## src/rtl/ibex_mem_responder.sv

```systemverilog
// ibex_mem_responder
// Memory-side responder for the core's instruction and data req/gnt/rvalid
// ports. Both ports share one single-port RAM with 1-cycle read latency;
// a round-robin arbiter picks at most one port per cycle and the response
// (data or bus error) is routed back to the granted port one cycle later.
module ibex_mem_responder #(
  parameter int unsigned MemSize  = 65536,
  parameter logic [31:0] BaseAddr = 32'h0000_0000,
  parameter int unsigned GntDelay = 0,
  localparam int unsigned AW = $clog2(MemSize / 32'd4)
) (
  input  logic          clk_i,
  input  logic          rst_i,
  input  logic          instr_req_i,
  input  logic [31:0]   instr_addr_i,
  output logic          instr_gnt_o,
  output logic          instr_rvalid_o,
  output logic [31:0]   instr_rdata_o,
  output logic          instr_err_o,
  input  logic          data_req_i,
  input  logic          data_we_i,
  input  logic [3:0]    data_be_i,
  input  logic [31:0]   data_addr_i,
  input  logic [31:0]   data_wdata_i,
  output logic          data_gnt_o,
  output logic          data_rvalid_o,
  output logic [31:0]   data_rdata_o,
  output logic          data_err_o,
  output logic          mem_req_o,
  output logic          mem_we_o,
  output logic [3:0]    mem_be_o,
  output logic [AW-1:0] mem_addr_o,
  output logic [31:0]   mem_wdata_o,
  input  logic          mem_rvalid_i,
  input  logic [31:0]   mem_rdata_i
);

  localparam logic [3:0]  GNT_DELAY = 4'(GntDelay);
  localparam logic [32:0] MEM_SIZE  = 33'(MemSize);

  // Pending response: who owns it, whether it is an error, whether it
  // carries read data (loads and fetches) or not (stores).
  typedef struct packed {
    logic owner_data;
    logic err;
    logic load;
  } resp_t;

  logic [3:0]  wait_cnt_r;
  logic        last_data_r;
  logic        resp_valid_r;
  resp_t       resp_r;

  logic        gnt_instr_s;
  logic        gnt_data_s;
  logic        any_gnt_s;
  logic [31:0] win_addr_s;
  logic        win_we_s;
  logic [3:0]  win_be_s;
  logic [31:0] win_wdata_s;
  logic [31:0] win_off_s;
  logic        win_in_range_s;
  logic        mem_req_s;
  logic        rdata_ok_s;
  logic [31:0] resp_rdata_s;

  // Grant arbitration: wait out the delay, then the single requester or the
  // port not granted last wins. Grants are suppressed while in reset.
  always_comb begin
    gnt_instr_s = 1'b0;
    gnt_data_s  = 1'b0;
    if (rst_i) begin
      gnt_instr_s = 1'b0;
      gnt_data_s  = 1'b0;
    end else if (wait_cnt_r == GNT_DELAY) begin
      if (instr_req_i && (!data_req_i || last_data_r)) begin
        gnt_instr_s = 1'b1;
      end else if (data_req_i) begin
        gnt_data_s = 1'b1;
      end else begin
        gnt_instr_s = 1'b0;
        gnt_data_s  = 1'b0;
      end
    end else begin
      gnt_instr_s = 1'b0;
      gnt_data_s  = 1'b0;
    end
  end

  assign any_gnt_s   = gnt_instr_s | gnt_data_s;
  assign instr_gnt_o = gnt_instr_s;
  assign data_gnt_o  = gnt_data_s;

  // Winner access selection and address decode; fetches are full-word reads.
  always_comb begin
    win_addr_s  = instr_addr_i;
    win_we_s    = 1'b0;
    win_be_s    = 4'hF;
    win_wdata_s = 32'h0000_0000;
    if (gnt_data_s) begin
      win_addr_s  = data_addr_i;
      win_we_s    = data_we_i;
      win_be_s    = data_be_i;
      win_wdata_s = data_wdata_i;
    end else begin
      win_addr_s  = instr_addr_i;
      win_we_s    = 1'b0;
      win_be_s    = 4'hF;
      win_wdata_s = 32'h0000_0000;
    end
    win_off_s      = win_addr_s - BaseAddr;
    win_in_range_s = ({1'b0, win_off_s} < MEM_SIZE);
  end

  assign mem_req_s   = any_gnt_s & win_in_range_s;
  assign mem_req_o   = mem_req_s;
  assign mem_we_o    = mem_req_s & win_we_s;
  assign mem_be_o    = mem_req_s ? win_be_s : 4'h0;
  assign mem_addr_o  = mem_req_s ? win_off_s[AW+1:2] : {AW{1'b0}};
  assign mem_wdata_o = mem_req_s ? win_wdata_s : 32'h0000_0000;

  // Wait counter: counts stalled request cycles, restarts on every grant.
  always_ff @(posedge clk_i or posedge rst_i) begin
    if (rst_i) begin
      wait_cnt_r <= 4'd0;
    end else if (any_gnt_s) begin
      wait_cnt_r <= 4'd0;
    end else if (instr_req_i || data_req_i) begin
      wait_cnt_r <= wait_cnt_r + 4'd1;
    end else begin
      wait_cnt_r <= wait_cnt_r;
    end
  end

  // Round-robin pointer: remembers which port was granted last.
  always_ff @(posedge clk_i or posedge rst_i) begin
    if (rst_i) begin
      last_data_r <= 1'b1;
    end else if (any_gnt_s) begin
      last_data_r <= gnt_data_s;
    end else begin
      last_data_r <= last_data_r;
    end
  end

  // Pending response register: one entry, rewritten every cycle so that
  // back-to-back grants each get their own response slot.
  always_ff @(posedge clk_i or posedge rst_i) begin
    if (rst_i) begin
      resp_valid_r <= 1'b0;
      resp_r       <= '0;
    end else if (any_gnt_s) begin
      resp_valid_r      <= 1'b1;
      resp_r.owner_data <= gnt_data_s;
      resp_r.err        <= ~win_in_range_s;
      resp_r.load       <= ~win_we_s;
    end else begin
      resp_valid_r <= 1'b0;
      resp_r       <= '0;
    end
  end

  // Read data only passes when a real in-range read is pending and the RAM
  // answers; stray RAM responses are ignored.
  assign rdata_ok_s   = resp_valid_r & ~resp_r.err & resp_r.load & mem_rvalid_i;
  assign resp_rdata_s = rdata_ok_s ? mem_rdata_i : 32'h0000_0000;

  assign instr_rvalid_o = resp_valid_r & ~resp_r.owner_data;
  assign instr_err_o    = instr_rvalid_o & resp_r.err;
  assign instr_rdata_o  = resp_r.owner_data ? 32'h0000_0000 : resp_rdata_s;

  assign data_rvalid_o  = resp_valid_r & resp_r.owner_data;
  assign data_err_o     = data_rvalid_o & resp_r.err;
  assign data_rdata_o   = resp_r.owner_data ? resp_rdata_s : 32'h0000_0000;

endmodule
```

## config.mk

```make
export PLATFORM = sky130hd
export DESIGN_NAME = ibex_mem_responder
export DESIGN_NICKNAME = d
export VERILOG_FILES = /design/src/rtl/ibex_mem_responder.sv
export SDC_FILE = /design/constraint.sdc
export NUM_CORES = 1
export LEC_CHECK = 0
export CORE_AREA = 2 2 102 104
export DETAILED_ROUTE_END_ITERATION = 10
export DIE_AREA = 0 0 104 106
export DONT_BUFFER_PORTS = 1
export PLACE_DENSITY = 0.32
export SETUP_SLACK_MARGIN = 0.05
export SYNTH_ARGS = -nofsm -noshare
export SYNTH_HDL_FRONTEND = slang
export SYNTH_SLANG_ARGS = --single-unit
```

## constraint.sdc

```tcl
create_clock -name clk_i -period 2.2 [get_ports clk_i]
set_clock_uncertainty 0.1 [all_clocks]
set_input_delay 0.44 -clock clk_i [delete_from_list [all_inputs] [get_ports clk_i]]
set_output_delay 0.44 -clock clk_i [all_outputs]
set_load 0.01 [all_outputs]
```

==> results.txt <==
The flow ran to the end, but the final reports show violations. The checks that failed: negative setup slack. The worst setup path is captured at an output pin. The portion of the post-synthesis area used by sequential elements came out at 0.154. The clock tree from TritonCTS is built. The type of the setup path with the least slack is register to output pin. For the pin with the worst max-slew slack, the measured transition is 0.344 ns. The number of global-route vias before repair is 1529.

The amount of wire on met3 after detailed routing came out at 564 um. The root buffer cell is clkbuf_8. Buffers placed on the I/O ports in this run total 0. The startpoint identified for the worst register-to-register timing path is wait_cnt_r[0]. In the finished design, the share of the clock period the worst path needs comes to 1.11.

The length of the first detailed-routing pass in iterations came out at 4. The total CTS buffers came out at 3. The average wire per cell in the routed design is 16.4 um. In the global route stage, overall resource usage came out at 0.0960. Of the total synthesized cell area, the portion taken by AND, OR, NAND and NOR gates is 0.602. The floorplan step set the die height to 106 um. The final max-slew violation count is 0. The total global routing overflow came out at 0. The final critical-path setup slack is -0.251 ns. The wire length after detailed routing came out at 6020 um. For the worst setup path, the data arrival time is 1.91 ns. The adder-cell area share of the yosys netlist is 0.0170.

The total power per unit cell area came out at 416 nW/um^2. Including well taps, the total number of placed cells is 352. Among all flip-flop cells after synthesis, the most frequent one is dfrtp_1. The fraction of layout instances using a drive strength above 1 came out at 0.419. Entering global routing, the biggest net connects 34 pins. The XOR/XNOR share of the synthesized area came out at 0.00595. The final period demand of the worst path is 2.45 ns.

The post-synthesis average cell area came out at 7.08 um^2. Leaving out filler cells and counting taps, the final layout contains 366. After synthesis, the largest family of logic cells by area is simple AND/OR/NAND/NOR gates. The max-cap violation count came out at 0.

The first global-routing pass estimated 8380 um of wire. The vias after detailed routing came out at 1636. The remaining max-slew budget at the tightest pin came out at 0.770. The starting utilization of the core area is 0.147. The share of synthesized registers carrying an async set or reset is 1.00. The finished layout cell area is 2250 um^2. For this run, the top clock speed supported by timing is 408 MHz. The count of unique library cells instantiated by Yosys came out at 28. The final-stage net count came out at 370. The top layer reached by signal wires is met4. The number of nets in the synthesized netlist is 348.

The area growth from synthesis to layout is 52.8%. The path category of the worst min-delay check is input port to register. Setup repair after global routing could not meet its margin everywhere. The mux share of post-synthesis cell area came out at 0.102. The maximum count of clock buffers along a single path is 2. The most critical setup path has its startpoint at wait_cnt_r[0].

The cell count after synthesis is 208. The number of DRC violations after detailed routing is 0. Once detailed placement completed, the half-perimeter wirelength came to 4990 um. The number of endpoints failing setup at the final stage came out at 52.

For the final routed database, the setup TNS stands at -7.67 ns. The final-report hold violation count is 0. The largest vdd supply drop is 0.000181 V.

The number of design-rule violations left by the first detailed-router iteration came out at 46. The maximum level of the CTS H-tree came out at 1. The filler cells instantiated in the layout total 1113. The number of enable-type register cells in the synthesized netlist is 0.

After clock tree synthesis, the clock-pin slew on the worst setup and hold paths is 0.05 ns. The total I/O pin count is 260. Detailed routing placed a total of 3290 um of wire on met2. The worst hold path begins at data_we_i. The clock insertion delay at the later pin of the skew report came out at 0.23 ns. The post-synthesis compound-gate area fraction is 0.0391. The leakage component of the power came out at 0.000974 uW. Dividing the detail-routed via count by the number of cells gives 4.47. The die footprint is 11000 um^2. For the worst setup path, the data required time is 1.66 ns.

The congestion estimate from routability-driven global placement came to 0.724. After synthesis the netlist holds a flip-flop and latch count of 9. The tree built by TritonCTS fans out to 9 sinks. The floorplan has 37 rows. The cell area after placement came out at 1810 um^2.

Along the worst path, the maximum fanout reaches 19. The synthesized netlist occupies a cell area of 1470 um^2. The worst setup path is launched from a register. The standard cell core area came out at 10000 um^2. The count of nets left with antenna violations once routing finished came out at 0.

For this run, the share of the core covered by cells in the final layout is 0.225. The worst hold margin came out at 0.207 ns. The total number of yosys warnings came out at 0. The number of antenna violations at the first check in global routing is 1. In the final routing, the length of wire on met1 measures 1950 um.

From left edge to right edge, the die measures 104 um.
[stage by stage]
stage / power, uW / worst slack (ns)
floorplan: 489 / 0.0754
global placement: 626 / -0.0685
detailed placement: 629 / -0.0961
CTS: 949 / -0.272
global route: 1010 / -0.351
finish: 935 / -0.251
[cells in the mapped netlist (all sizes together), types with 2 or more instances]
library cell | instances | share of area
a21o | 2 | 0.010
nand3 | 2 | 0.0068
nor2b | 2 | 0.0085
nor2 | 7 | 0.018
mux2i | 15 | 0.10
inv | 7 | 0.018
clkbuf | 12 | 0.031
o21ai | 6 | 0.020
nor3 | 15 | 0.051
and2 | 66 | 0.28
buf | 7 | 0.032
and3 | 34 | 0.14
nor4 | 8 | 0.034
dfrtp | 8 | 0.14
ha | 2 | 0.017
and4 | 2 | 0.012
nand2 | 4 | 0.010
[routing by layer]
layer,track usage,up-vias
met5,0,-
li1,-,755
met2,0.195,149
met3,0.0110,8
met4,0.0454,0
met1,0.0966,724
[report_power, final]
part           total, uW  internal [uW]  switching (uW)
registers            277            230            46.5
logic                471            257             214
clock network        187            126            61.3
[worst max-delay path, cell delays in order (launching register included)]
cell,delay (ns)
dfrtp_1,0.38
inv_2,0.08
ha_4,0.14
nor4b_4,0.23
nand2_2,0.14
mux2i_2,0.20
buf_12,0.17
nor3_1,0.18
buf_4,0.15
[layout make-up]
type / instances / area [um^2] / share of cell area
antenna: 1 / 2.50 / 0.00111
clock buffer: 4 / 45.0 / 0.0200
inverter: 7 / 38.8 / 0.0172
multi-input combinational: 173 / 1380 / 0.614
sequential: 9 / 226 / 0.101
tap: 136 / 170 / 0.0756
timing repair buffer: 36 / 385 / 0.171
[flip-flops by register name, indices dropped and copies added, names as in the netlist]
name,count
wait_cnt_r,4
last_data_r,1
resp_r,3
resp_valid_r,1
[cells in the final DEF, fill, tap and decap left out, types with 2 or more instances in the layout]
master	count
inv_1	3
buf_12	4
buf_16	2
and2_1	66
mux2i_1	14
buf_4	23
nor4_1	8
o21ai_0	6
nand3_1	2
nor2b_1	2
nor3_1	3
nor2_1	6
clkbuf_8	3
nand2_2	2
nor3_2	12
a21o_1	2
and4_1	2
nand2_1	2
and3_4	33
inv_2	3
dfrtp_1	8
buf_6	6
[final timing paths]
path	depth (start not counted)	slack, ns	endpoint
setup / recovery	8	-0.25	mem_addr_o[5]
hold / removal	1	0.21	resp_r[0]
setup reg to reg	10	0.50	last_data_r
hold reg to reg	1	0.41	last_data_r
max in group asynchronous	2	1.18	last_data_r
min in group asynchronous	2	0.52	wait_cnt_r[0]
[cells by family (layout without fill, tap and decap cells)]
kind of cell	Yosys count	after routing
buffers and inverters	26	47
xor gates and xnor gates	1	1
muxes	15	15
other	0	1
DFF	9	9
and+or+nand+nor	145	145
adders and majority gates	2	2
AOI/OAI and AO/OA	10	10
[timing repair]
| action | 4_1_cts | 5_1_grt |
|---|---|---|
| resized for setup | 56 | 10 |
| pin swaps | 33 | 2 |
| cloned | 4 | 0 |
| endpoints found under the setup margin | 54 | 54 |
| hold buffers | 1 | 0 |
| endpoints found under the hold margin | 8 | 0 |
| setup buffers | 5 | 0 |
No activity file was read; power rests on OpenSTA's default activity.
